**src/rtl/regfile_context_engine.sv**
```systemverilog
// regfile_context_engine: drives the register file's read port A and write port.
// SAVE streams registers FIRST_REG..NUM_REGS-1 out over a valid/ready channel.
// RESTORE writes an incoming valid/ready stream back in ascending order.
module regfile_context_engine #(
  parameter int NUM_REGS   = 32,
  parameter int DATA_WIDTH = 32,
  parameter int ADDR_WIDTH = 5,
  parameter int FIRST_REG  = 1
) (
  input  logic                  clock,
  input  logic                  ctrl_reset,
  input  logic                  start_save,
  input  logic                  start_restore,
  input  logic                  abort,
  output logic                  busy,
  output logic                  done,
  output logic [ADDR_WIDTH-1:0] ctrl_readRegA,
  input  logic [DATA_WIDTH-1:0] data_readRegA,
  output logic                  ctrl_writeEnable,
  output logic [ADDR_WIDTH-1:0] ctrl_writeReg,
  output logic [DATA_WIDTH-1:0] data_writeReg,
  output logic                  save_valid,
  output logic [DATA_WIDTH-1:0] save_data,
  output logic [ADDR_WIDTH-1:0] save_addr,
  input  logic                  save_ready,
  input  logic                  restore_valid,
  input  logic [DATA_WIDTH-1:0] restore_data,
  output logic                  restore_ready
);

  typedef enum logic [2:0] {
    IDLE,
    SAVE_RD,
    SAVE_OUT,
    RESTORE,
    DONE
  } state_t;

  localparam logic [ADDR_WIDTH-1:0] FIRST_IDX = ADDR_WIDTH'(FIRST_REG);
  localparam logic [ADDR_WIDTH-1:0] LAST_IDX  = ADDR_WIDTH'(NUM_REGS - 1);

  state_t                  state;
  state_t                  next_state;
  logic [ADDR_WIDTH-1:0]   ptr;
  logic [DATA_WIDTH-1:0]   save_data_q;
  logic [ADDR_WIDTH-1:0]   save_addr_q;
  logic                    at_last;
  logic                    save_fire;
  logic                    restore_fire;

  assign at_last      = (ptr == LAST_IDX);
  assign save_fire    = (state == SAVE_OUT) && save_ready && !abort;
  // abort suppresses the write even if the producer completes a handshake
  assign restore_fire = (state == RESTORE) && restore_valid && !abort;

  // State register
  always_ff @(posedge clock or posedge ctrl_reset) begin
    if (ctrl_reset) begin
      state <= IDLE;
    end else begin
      state <= next_state;
    end
  end

  // Next-state selection; save wins when both starts arrive together
  always_comb begin
    next_state = state;
    case (state)
      IDLE: begin
        if (start_save) begin
          next_state = SAVE_RD;
        end else if (start_restore) begin
          next_state = RESTORE;
        end
      end
      SAVE_RD: begin
        next_state = abort ? IDLE : SAVE_OUT;
      end
      SAVE_OUT: begin
        if (abort) begin
          next_state = IDLE;
        end else if (save_ready) begin
          next_state = at_last ? DONE : SAVE_RD;
        end
      end
      RESTORE: begin
        if (abort) begin
          next_state = IDLE;
        end else if (restore_valid && at_last) begin
          next_state = DONE;
        end
      end
      DONE: begin
        next_state = IDLE;
      end
      default: begin
        next_state = IDLE;
      end
    endcase
  end

  // Register pointer: reloads on start, advances after each accepted beat, stops at the last register
  always_ff @(posedge clock or posedge ctrl_reset) begin
    if (ctrl_reset) begin
      ptr <= FIRST_IDX;
    end else begin
      case (state)
        IDLE: begin
          if (start_save || start_restore) begin
            ptr <= FIRST_IDX;
          end
        end
        SAVE_OUT: begin
          if (save_fire && !at_last) begin
            ptr <= ptr + 1'b1;
          end
        end
        RESTORE: begin
          if (restore_fire && !at_last) begin
            ptr <= ptr + 1'b1;
          end
        end
        default: begin
        end
      endcase
    end
  end

  // Capture the read-port value so the save beat stays stable while stalled
  always_ff @(posedge clock or posedge ctrl_reset) begin
    if (ctrl_reset) begin
      save_data_q <= '0;
      save_addr_q <= '0;
    end else if (state == SAVE_RD) begin
      save_data_q <= data_readRegA;
      save_addr_q <= ptr;
    end
  end

  // Outputs decoded from state; ports are released (driven to zero) when not in use
  always_comb begin
    busy             = (state == SAVE_RD) || (state == SAVE_OUT) || (state == RESTORE);
    done             = (state == DONE);
    ctrl_readRegA    = (state == SAVE_RD) ? ptr : '0;
    save_valid       = (state == SAVE_OUT);
    save_data        = save_data_q;
    save_addr        = save_addr_q;
    restore_ready    = (state == RESTORE);
    ctrl_writeEnable = restore_fire;
    ctrl_writeReg    = restore_fire ? ptr : '0;
    data_writeReg    = restore_fire ? restore_data : '0;
  end

endmodule
```
**config.mk**
```make
export PLATFORM = sky130hd
export DESIGN_NAME = regfile_context_engine
export DESIGN_NICKNAME = d
export VERILOG_FILES = /design/src/rtl/regfile_context_engine.sv
export SDC_FILE = /design/constraint.sdc
export NUM_CORES = 1
export LEC_CHECK = 0
export CORE_MARGIN = 5
export CORE_UTILIZATION = 35
export CTS_BUF_LIST = sky130_fd_sc_hd__clkbuf_16
export DETAILED_ROUTE_END_ITERATION = 8
export PLACE_DENSITY = 0.91
export SLEW_MARGIN = 15
export SYNTH_ARGS = -nofsm -noshare
export SYNTH_HDL_FRONTEND = slang
export SYNTH_SLANG_ARGS = --single-unit
```
**constraint.sdc**
```tcl
create_clock -name clock -period 2.73 [get_ports clock]
set_clock_uncertainty 0.05 [all_clocks]
set_input_delay 0.273 -clock clock [delete_from_list [all_inputs] [get_ports clock]]
set_output_delay 0.273 -clock clock [all_outputs]
set_load 0.02 [all_outputs]
```
==> summary.txt <==
Max stage delay on crit path: 620 ps
r2r worst-path depth: 7
postcts setup bufs: 0
Hold Fails Final Rpt: 0
DRT Pass-1 Iters: 4
number of global-route vias before repair: 1,998
Post-Syn Area: 0.002220 sq mm
Worst R2R End: ptr[2]
die area: 0.008034 sq mm
Final Non-Filler Cells: 420
CTS tree: built
sequential power share: 31.0%
crit-path max FO: 11
Leakage: 1.669 nW
pin count of the biggest net entering global routing: 46
WL final: 6.495 mm
layout cells sized above 1: 16.33%
fin. max-slew vios: 0
Clock Latency Late Sink: 280 ps
DRC violations left: 0
hold_ws: 452.7 ps
status: completed
Gate power share: 54.4%
maxcap violations: 0
Arr. time, crit path: 2130 ps
pre-CTS WS: 298.4 ps
YS warnings: 0
depth of the CTS H-tree: 2
GPL Wtd Cong: 0.8341
GR Util All Layers: 15.38%
Finished Core Util: 64.13%
post-synthesis register bit count: 45
CTS buffer count: 5
# rows: 29
crit start category: flop
synth-to-layout area growth: 80.33%
via/cell ratio: 4.688
nets@finish: 416
cts repair resizes: 0
Worst-Margin Slew: 937.4 ps
DR iter-0 viols: 48
Die Wd: 89.64 um
cell count after synthesis: 187
Period Utilization, post-route: 89.93%
Worst EP required: 2410 ps
core area: 0.006241 sq mm
clk slew on worst S/H paths: 60 ps
Mean Syn Cell Area: 11.87 sq um
# diodes: 0
first-pass GRT wire length: 9.494 mm
Crit path max-delay family: buffers and inverters
DR WL/cell: 15.46 um
Yosys cell types: 32
switch share: 35.77%
asr flop ratio synth: 100.0%
post-synth net total: 261
Hold EP: save_addr[4]
Initial Util: 35.57%
I/O pin count: 155
CP endpoint kind: output pin
EDFF count, synth: 0
Fin Setup TNS: 0 ps
critical path type: reg -> out
maximum root-to-sink buffer count: 2
WHS Path Cells: 1
Reg2Reg Setup Slack: 400 ps
Slew Limit Headroom: 37.41%
hold_buf cts: 0
Die Y: 89.64 um
RSZ-0062 raised after global routing: no
Sw Pwr: 1.356 mW
layout filler cell count: 461
final worst slack: 274.9 ps
number of setup violations in the final report: 0
R2R Path Start: ptr[1]
top_reg_cell synth: dfrtp_1
total gr overflow: 0
hold_sp: save_addr[4]
Power Dens Cells: 947.2 mW/mm^2
min Tclk post-route: 2455 ps
crit path cell chain: inv_1 -> nor3_2 -> and2_1 -> clkdlybuf4s50_1
clk root buf: clkbuf_16
antenna violations before repair: 0
Max VDD drop: 0.0006072 V
Inst Count DP: 412
Worst Hold Class: reg -> reg
clock power share: 14.6%
post-route ant nets: 0
number of buffers added on ports: 154
FMAX: 407.3 MHz
via count: 1,969
Worst Path Buf+Inv: 2
design internal power: 2.435 mW
Sink Count: 45
sequential fraction of the synthesis area: 50.79%
DPL Wire Length: 5.229 mm
CP max-delay cell: clkdlybuf4s50_1
-- worst register-to-register path, stage by stage, from the launching register on --
cell	delay, ps
dfrtp_1	420
ha_1	220
and3_1	210
ha_1	190
and4bb_2	280
o22ai_1	90
or3_1	440
a211o_1	330
-- cell type report --
cell class | count | area (sq um) | share of cell area, %
clock inverter | 3 | 11.26 | 0.2813
timing repair buffer | 160 | 1599 | 39.95
sequential | 45 | 1127 | 28.17
clock buffer | 5 | 125.1 | 3.126
multi-input combinational | 126 | 1028 | 25.70
inverter | 4 | 15.01 | 0.3751
tap | 77 | 96.34 | 2.407
-- cell usage in the layout, fill, tap and decap left out, drive strengths merged --
cell type,instances
and4bb,1
mux2i,3
and2,43
and3,1
nor4,4
o21ai,2
o32ai,1
o22ai,1
buf,6
or3b,2
clkbuf,5
clkdlybuf4s50,154
nor3b,1
mux2,39
dfrtp,44
nand3b,1
and4b,1
or3,1
ha,3
a21oi,2
nor4bb,1
and2b,1
nand4b,1
nor3,1
nor2,4
inv,7
dfstp,1
a211o,3
or4,1
nand2b,2
nand2,5
nand3,1
-- cell usage after synthesis, types with 2 or more instances --
cell	count	share of area, %
dfrtp_1	44	50
and2_1	43	12
mux2_2	38	19
buf_2	7	1.6
clkbuf_1	5	0.85
nand2_1	5	0.85
inv_1	4	0.68
nor2_1	4	0.68
nor4_1	4	1.1
a211o_1	3	1.2
ha_1	3	1.7
mux2i_1	3	1.4
a21oi_1	2	0.45
nand2b_1	2	0.56
o21ai_0	2	0.45
or3b_2	2	0.79
-- worst max path at each step --
stage / startpoint / endpoint / slack, ps / cells after the start
after global placement: abort / ctrl_writeReg[1] / 330 / 5
final: state[0] / ctrl_readRegA[0] / 270 / 4
after floorplan: ptr[1] / ptr[2] / 520 / 8
after global routing: state[0] / ctrl_readRegA[3] / 120 / 4
after CTS: state[0] / ctrl_readRegA[0] / 260 / 4
after detailed placement: abort / ctrl_writeReg[1] / 300 / 5
-- cell families (layout without fill, tap and decap cells) --
kind of cell | count (synthesis) | in the layout | share of synthesized area (%)
simple gates | 72 | 72 | 20.35
flops | 45 | 45 | 50.79
mux | 42 | 42 | 21.31
buf+inv | 16 | 172 | 3.100
compound gates | 9 | 9 | 2.763
fa+ha+maj | 3 | 3 | 1.691
-- registers in the layout, summed over array words and instances (netlist names) --
| name | count |
|---|---|
| save_addr | 5 |
| ptr | 5 |
| save_data | 32 |
| state | 3 |
-- routing by layer --
layer | track usage [%] | routed length [um] | vias to the layer above
met2 | 27.46 | 3266 | 103
met4 | 4.736 | 68 | 0
met5 | 0 | 0 | -
li1 | - | - | 953
met3 | 6.752 | 953 | 5
met1 | 16.25 | 2207 | 908
-- power by group through the flow --
stage,logic (mW),clock network [mW],registers [mW]
after floorplan,0.849,0,1.47
after global placement,2.05,0,1.17
final,2.06,0.554,1.18
after detailed placement,2.08,0,1.19
after global routing,2.20,0.610,1.22
after CTS,2.09,0.579,1.18
-- per-stage QoR --
step,cell area (sq um),power [mW]
after global routing,4003,4.036
after CTS,4003,3.852
after global placement,3866,3.224
after floorplan,2220,2.318
final,4003,3.791
after detailed placement,3866,3.270
Note: power is estimated with default switching activity, not from simulation.
